[src/rtl/taglist_pkg.sv]
// Shared taglist definitions: entry field positions and player state encoding.
// Both the taglist generator and any taglist reader import this package.
package taglist_pkg;

    localparam int TL_RSVD_HI  = 31;
    localparam int TL_RSVD_LO  = 28;
    localparam int TL_SEQ_HI   = 27;
    localparam int TL_SEQ_LO   = 21;
    localparam int TL_FIRST_HI = 20;
    localparam int TL_FIRST_LO = 11;
    localparam int TL_LAST_HI  = 10;
    localparam int TL_LAST_LO  = 1;
    localparam int TL_END_BIT  = 0;

    typedef enum logic [2:0] {
        ST_IDLE,
        ST_RD,
        ST_WAIT,
        ST_CHECK,
        ST_PLAY,
        ST_FIN
    } tl_state_e;

endpackage

[src/rtl/taglist_entry_check.sv]
// Combinational unpack of one taglist entry plus its validity check against
// the sequence number the reader asked for.
module taglist_entry_check
    import taglist_pkg::*;
#(
    parameter int SEQ_W  = 7,
    parameter int ADDR_W = 10
) (
    input  logic [31:0]       entry_i,
    input  logic [SEQ_W-1:0]  exp_seq_i,
    output logic [ADDR_W-1:0] first_o,
    output logic [ADDR_W-1:0] last_o,
    output logic              end_rom_o,
    output logic              ok_o
);

    logic [TL_RSVD_HI-TL_RSVD_LO:0] rsvd;
    logic [TL_SEQ_HI-TL_SEQ_LO:0]   seq;

    always_comb begin
        rsvd      = entry_i[TL_RSVD_HI:TL_RSVD_LO];
        seq       = entry_i[TL_SEQ_HI:TL_SEQ_LO];
        first_o   = entry_i[TL_FIRST_HI:TL_FIRST_LO];
        last_o    = entry_i[TL_LAST_HI:TL_LAST_LO];
        end_rom_o = entry_i[TL_END_BIT];
        // An empty range (first > last) is malformed, not a zero-length play.
        ok_o      = (rsvd == '0) && (seq == exp_seq_i) && (first_o <= last_o);
    end

endmodule

[src/rtl/taglist_seq_player.sv]
// Taglist playback controller: fetches and validates one taglist entry, then
// walks the sample ROM address from first to last under valid/ready flow control.
module taglist_seq_player
    import taglist_pkg::*;
#(
    parameter int SEQ_W   = 7,
    parameter int ADDR_W  = 10,
    parameter int RAM_LAT = 1
) (
    input  logic              clk_1KHz,
    input  logic              reset,
    input  logic              start,
    input  logic [SEQ_W-1:0]  seq_req,
    input  logic              abort,
    output logic              ram_rd_en,
    output logic [SEQ_W-1:0]  ram_addr,
    input  logic [31:0]       ram_data,
    output logic [ADDR_W-1:0] rom_addr,
    output logic              rom_valid,
    input  logic              rom_ready,
    output logic              busy,
    output logic              done,
    output logic              err,
    output logic              last_rom
);

    tl_state_e         state_q;
    logic [1:0]        wait_q;
    logic [ADDR_W-1:0] last_q;

    logic [ADDR_W-1:0] ent_first;
    logic [ADDR_W-1:0] ent_last;
    logic              ent_end;
    logic              ent_ok;

    // ram_data is valid during CHECK; ram_addr still holds the captured seq_req.
    taglist_entry_check #(
        .SEQ_W  (SEQ_W),
        .ADDR_W (ADDR_W)
    ) u_check (
        .entry_i   (ram_data),
        .exp_seq_i (ram_addr),
        .first_o   (ent_first),
        .last_o    (ent_last),
        .end_rom_o (ent_end),
        .ok_o      (ent_ok)
    );

    always_ff @(posedge clk_1KHz) begin
        if (reset) begin
            state_q   <= ST_IDLE;
            wait_q    <= '0;
            last_q    <= '0;
            ram_rd_en <= 1'b0;
            ram_addr  <= '0;
            rom_addr  <= '0;
            rom_valid <= 1'b0;
            busy      <= 1'b0;
            done      <= 1'b0;
            err       <= 1'b0;
            last_rom  <= 1'b0;
        end else begin
            ram_rd_en <= 1'b0;
            done      <= 1'b0;
            err       <= 1'b0;
            if (state_q != ST_IDLE && abort) begin
                state_q   <= ST_IDLE;
                rom_valid <= 1'b0;
                busy      <= 1'b0;
            end else begin
                case (state_q)
                    ST_IDLE: begin
                        if (start && !abort) begin
                            ram_addr  <= seq_req;
                            ram_rd_en <= 1'b1;
                            busy      <= 1'b1;
                            last_rom  <= 1'b0;
                            wait_q    <= 2'd1;
                            state_q   <= ST_RD;
                        end
                    end
                    // wait_q counts cycles since the read strobe was issued.
                    ST_RD, ST_WAIT: begin
                        if (wait_q == 2'(RAM_LAT)) begin
                            state_q <= ST_CHECK;
                        end else begin
                            wait_q  <= wait_q + 2'd1;
                            state_q <= ST_WAIT;
                        end
                    end
                    ST_CHECK: begin
                        if (ent_ok) begin
                            rom_addr  <= ent_first;
                            rom_valid <= 1'b1;
                            last_rom  <= ent_end;
                            last_q    <= ent_last;
                            state_q   <= ST_PLAY;
                        end else begin
                            err     <= 1'b1;
                            busy    <= 1'b0;
                            state_q <= ST_IDLE;
                        end
                    end
                    // Termination is by compare against last, so 1023 never wraps.
                    ST_PLAY: begin
                        if (rom_ready) begin
                            if (rom_addr == last_q) begin
                                rom_valid <= 1'b0;
                                done      <= 1'b1;
                                busy      <= 1'b0;
                                state_q   <= ST_FIN;
                            end else begin
                                rom_addr <= rom_addr + ADDR_W'(1);
                            end
                        end
                    end
                    ST_FIN:  state_q <= ST_IDLE;
                    default: state_q <= ST_IDLE;
                endcase
            end
        end
    end

endmodule

[config.mk]
export PLATFORM = sky130hd
export DESIGN_NAME = taglist_seq_player
export DESIGN_NICKNAME = d
export VERILOG_FILES = /design/src/rtl/taglist_pkg.sv /design/src/rtl/taglist_entry_check.sv /design/src/rtl/taglist_seq_player.sv
export SDC_FILE = /design/constraint.sdc
export NUM_CORES = 1
export LEC_CHECK = 0
export CAP_MARGIN = 40
export CORE_MARGIN = 2
export CORE_UTILIZATION = 47
export CTS_CLUSTER_SIZE = 14
export DETAILED_ROUTE_END_ITERATION = 8
export PLACE_DENSITY = 0.8
export SLEW_MARGIN = 20
export SYNTH_ARGS = -nofsm -noshare
export SYNTH_HDL_FRONTEND = slang
export SYNTH_SLANG_ARGS = --single-unit
[constraint.sdc]
create_clock -name clk_1KHz -period 2.9 [get_ports clk_1KHz]
set_input_delay 0.435 -clock clk_1KHz [delete_from_list [all_inputs] [get_ports clk_1KHz]]
set_output_delay 0.435 -clock clk_1KHz [all_outputs]
set_load 0.03 [all_outputs]
# After elaboration in Yosys (flattened, before gate mapping)

Index checks and enable logic that the tools add are counted.

Register bits after elaboration: 38
Input port bits: 44
Output and inout bits: 23
Logic and storage cells: 84

$add $sub $neg: 2
Magnitude comparators: 1
Equality and inequality tests: 14
Multiplexer cells: 26
Bitwise operators: 5
Reductions and logical operators: 25

Operators with widths:

| cell                                                                  | number |
|---|---|
| 10-bit 2-to-1 mux                                                     | 3 |
| 10-bit case mux with 2 select lines                                   | 1 |
| 2-bit != test, second input constant                                  | 7 |
| 3-bit 2-to-1 mux                                                      | 4 |
| 3-bit case mux with 4 select lines                                    | 1 |
| 4-bit AND reduction                                                   | 3 |
| 1-bit 2-to-1 mux                                                      | 11 |
| 10-bit by 1-bit adder with 10-bit output, second input constant       | 1 |
| 10-bit equality test                                                  | 1 |
| 10-bit less-or-equal comparator                                       | 1 |
| 5-bit AND reduction                                                   | 2 |
| 3-bit AND reduction                                                   | 3 |
| 7-bit equality test                                                   | 1 |
| 3-bit by 2-bit equality test with 1-bit output, second input constant | 2 |
| 2-bit nonzero test                                                    | 3 |
| 3-bit nonzero test                                                    | 2 |
| 3-bit OR reduction                                                    | 2 |
| 1-bit inverter                                                        | 5 |
| 1-bit logical AND                                                     | 4 |
| 4-bit logical NOT                                                     | 1 |
| 2-bit 2-to-1 mux                                                      | 2 |
| 1-bit case mux with 2 select lines                                    | 2 |
| 2-bit case mux with 2 select lines                                    | 1 |
| 2-bit OR reduction                                                    | 2 |
| 8 further kinds                                                       | 8 |

# Logic depth before layout (Yosys ltp)

Gate-level depths: netlist (run 1).

Word-level depth: 5
Gate-level depth with buffers: 9
Gate-level depth less buffers: 8

# By module

A second synthesis (run 1) with hierarchy kept.

Cells, all modules: 301
Area total of the unflattened synthesis: 2379.8 um^2

By module, submodules not included:

| module              | times used | cells each | area each (um^2) | seq. area each (um^2) |
|---|---|---|---|---|
| taglist_seq_player  | 1          | 234        | 1880.6           | 760.7 |
| taglist_entry_check | 1          | 67         | 499.2            | 0.0 |

# Worst setup path after synthesis (run 1)

OpenSTA, ideal clock, no wires.

Kind: input -> register
Start point: input port ram_data[4]
End point: register last_q[2]
Arrival time: 2.318 ns
Path slack: 0.454 ns
Cell stages on the path: 9
Buffers on the path: 1
Path through: inv_1 > ha_1 > a21o_1 > a21o_1 > a221o_1 > a2111oi_4 > buf_6 > mux2i_1 > nor2_1

Longest elaborated chain between the ends: 3

Ends and longest elaborated chain:

| item                                 | line                      | RTL |
|---|---|---|
| start, declared                      | taglist_seq_player.sv:17  | `input logic [31:0] ram_data,` |
| 10-bit less-or-equal comparator      | taglist_entry_check.sv:27 | `ok_o = (rsvd == '0) && (seq == exp_seq_i) && (first_o <= last_o);` |
| 1-bit logical AND                    | taglist_entry_check.sv:27 |  |
| 3-bit AND reduction (no source line) | -                         |  |
| end signal, assigned                 | taglist_seq_player.sv:96  | `last_q <= ent_last;` |
| end, declared                        | taglist_seq_player.sv:29  | `logic [ADDR_W-1:0] last_q;` |

No other way between the ends.
A chain may end at the register's enable or synchronous reset.

# Final worst setup path (run 1)

Start point: input port ram_data[4]
End point: register rom_addr[8]

Longest elaborated chain between the ends: 4

Ends and longest elaborated chain:

| item                                 | line                      | RTL |
|---|---|---|
| 10-bit less-or-equal comparator      | taglist_entry_check.sv:27 |  |
| 1-bit logical AND                    | taglist_entry_check.sv:27 |  |
| 2-bit != test (no source line)       | -                         |  |
| 5-bit AND reduction (no source line) | -                         |  |
| end signal, assigned                 | taglist_seq_player.sv:93  | `rom_addr <= ent_first;` |
| end signal, assigned                 | taglist_seq_player.sv:113 | `rom_addr <= rom_addr + ADDR_W'(1);` |
| end, declared                        | taglist_seq_player.sv:18  | `output logic [ADDR_W-1:0] rom_addr,` |

No other way between the ends.

==> results of run 1 <==
## sequential cells by signal (all words and copies together), names as in the netlist
register / flops
last_q: 10
rom_addr: 10
ram_addr: 7
state_q: 3
wait_q: 2
busy: 1
done: 1
err: 1
last_rom: 1
ram_rd_en: 1
rom_valid: 1
## placed cells by master (no fill, tap or decap), types with 7 or more instances in the layout
cell type        netlist  routed
clkdlybuf4s50_1        0      66
dfxtp_1               38      38
nand2_1               28      28
nor2_1                24      24
a21oi_1               19      19
inv_1                 18      18
xor2_1                12      12
mux2i_1               12      12
ha_1                  12      12
buf_4                  1      12
xnor2_1               11      11
o21ai_0                7       7
## worst max path at each step
stage	slack, ns	from	endpoint	cells after the start
CTS	0.12	ram_data[4]	last_q[4]	10
global route	0.02	ram_data[4]	last_q[5]	10
finish	0.13	ram_data[4]	rom_addr[8]	10
global placement	-0.10	ram_data[4]	rom_addr[8]	10
floorplan	0.45	ram_data[4]	last_q[2]	9
detailed placement	-0.15	ram_data[4]	last_q[8]	10
## critical path: stages
cell	delay [ns]
clkdlybuf4s50_1	0.49
inv_1	0.05
ha_1	0.31
a21o_1	0.19
a21o_1	0.19
a221oi_1	0.34
buf_4	0.18
o211ai_2	0.13
or4_1	0.55
a21oi_1	0.13
## per-layer routing
| metal | global-route usage | up-vias | share of wire |
|---|---|---|---|
| li1 | - | 1108 | - |
| met1 | 0.3424 | 1042 | 0.46 |
| met2 | 0.3514 | 80 | 0.46 |
| met3 | 0.03315 | 7 | 0.062 |
| met4 | 0.04938 | 0 | 0.011 |
| met5 | 0 | - | 0 |
## cell families after synthesis
logic type,count (synthesis),share of synthesized area
buf+inv,28,0.05225
mux,12,0.05337
simple gates,87,0.1890
xor+xnor,23,0.08949
fa+ha+maj,13,0.07115
flops,38,0.3380
compound gates,65,0.2068
## layout make-up
class                      count  area, um^2
multi-input combinational    200        1373
clock buffer                   7       86.33
fill                         397        1530
inverter                      18       67.56
timing repair buffer          79       770.7
clock inverter                 1       5.005
sequential                    38       760.7
tap                           54       67.56
## power by group through the flow
stage	logic, mW	registers, mW	clock network [mW]
finish	0.552	0.615	0.381
global route	0.599	0.623	0.399
CTS	0.549	0.615	0.384
detailed placement	0.546	0.626	0
global placement	0.536	0.625	0
floorplan	0.285	0.674	0
## stage by stage
stage,setup WS [ns],cells,hold slack (ns),TNS [ns],instance area (um^2)
after CTS,0.1177,397,0.4727,0,3131
after floorplan,0.4540,266,0.4502,0,2251
after global placement,-0.1012,389,0.4506,-0.8179,3039
after detailed placement,-0.1549,389,0.4614,-1.684,3039
final,0.1264,397,0.4665,0,3131
after global routing,0.02302,397,0.5056,0,3131
==> results.sh, run 1 <==
export IMPL_die_h_um=73.21
export IMPL_yosysTopAreaCell="dfxtp_1"
export IMPL_synth_top_area_share=0.3380
export IMPL_netlist_area_um2=2251
export IMPL_slew_violations=0
export IMPL_num_vias=2237
export IMPL_clock_skew_ns=0.006906
export IMPL_crit_reg2reg_launch="rom_addr[3]"
export IMPL_pwr_share_comb=0.357
export IMPL_worst_hold_path_type="register to register"
export IMPL_port_buffers=66
export IMPL_synth_avg_cell_area_um2=8.462
export IMPL_synthTopCellsByArea="dfxtp_1 34%, ha_1 6.7%, mux2i_1 5.3%"
export IMPL_holdPathStages=2
export IMPL_route_detailed_drc=0
export IMPL_reg2reg_to="rom_addr[7]"
export IMPL_cts_resized_gates=0
export IMPL_io_pins=67
export IMPL_p_leak_nw=1.193
export IMPL_cts_htree_levels=2
export IMPL_yosysSeqAreaShare=0.3380
export IMPL_grt_use_total=0.2300
export IMPL_synth_edff_count=0
export IMPL_dr_pass1_iters=6
export IMPL_synth_most_common_cell="dfxtp_1"
export IMPL_numCtsBuffers=5
export IMPL_fin_crit_ns=2.774
export IMPL_rows=25
export IMPL_critPathKind="input pin to register"
export IMPL_ys_top_cells_by_count="38 x dfxtp_1, 28 x nand2_1, 24 x nor2_1, 19 x a21oi_1, 18 x inv_1"
export IMPL_yosys_warnings=0
export IMPL_n_antenna_cell=0
export IMPL_clock_power_share=0.246
export IMPL_hold_end="busy"
export IMPL_ys_ff_latch=38
export IMPL_grt_pass1_vias=2041
export IMPL_synthFlopType="dfxtp_1"
export IMPL_insertion_delay_ns=0.29
export IMPL_crit_path_max_fanout=4
export IMPL_core_um2=4661
export IMPL_status="finished, final reports clean"
export IMPL_total_power_mw=1.547
export IMPL_critPathArrivalTime_ns=2.99
export IMPL_hpwl_mm=4.817
export IMPL_hold_viol_final=0
export IMPL_route_antenna_remaining_nets=0
export IMPL_start_kind="input pin"
export IMPL_clockBufferDepth=2
export IMPL_cts_tree="yes"
export IMPL_area_growth_synth_to_final_pct=39.08
export IMPL_end_kind="register"
export IMPL_power_density_nw_per_um2=494.2
export IMPL_finalSetupViolations=0
export IMPL_cp_required_ns=3.12
export IMPL_relSlewSlack=0.5454
export IMPL_finish_utilization=0.6717
export IMPL_cts_setup_buffers=0
export IMPL_nets=398
export IMPL_rsz0062_at_grt="false"
export IMPL_initial_core_util=0.4830
export IMPL_cts_sinks=38
export IMPL_r2r_slack_ns=0.59
export IMPL_grt_max_degree=18
export IMPL_drive_gt1_frac=0.07580
export IMPL_netSwitchingPower_uw=538.1
export IMPL_cell_internal_pwr_mw=1.009
export IMPL_achievable_frequency_mhz=360.5
export IMPL_switching_share=0.3478
export IMPL_routabilityCongestion=0.8807
export IMPL_synth_net_count=322
export IMPL_antenna_found_initial=0
export IMPL_fin_crit_sh=0.9564
export IMPL_grt_pass1_wl_mm=9.570
export IMPL_ir_drop_mv=0.3245
export IMPL_wl_per_cell_um=15.29
export IMPL_worstHoldStart="busy"
export IMPL_dieWidth_um=73.21
export IMPL_cts_root_buf="clkbuf_8"
export IMPL_dieArea_um2=5359
export IMPL_synthArstFlopShare=0
export IMPL_max_cap_violations=0
export IMPL_drtIter0Drc=168
export IMPL_synth_distinct_cells=50
export IMPL_rr_worst_depth=6
export IMPL_grt_overflow=0
export IMPL_drt_wl_total_mm=6.071
export IMPL_seqPwrFrac=0.398
export IMPL_worstMarginPinSlew_ns=0.6774
export IMPL_viasPerCell=5.635
export IMPL_path_clk_slew_ns=0.08
export IMPL_cts_hold_buf=0
export IMPL_syn_inst=266
(Power assumes the default switching activity.)
==> run 2: changes to the inputs <==
CTS_CLUSTER_DIAMETER = 30   (was not set)
==> results of run 2 <==
Final layout, timing and power as in run 1 (identical DEF).
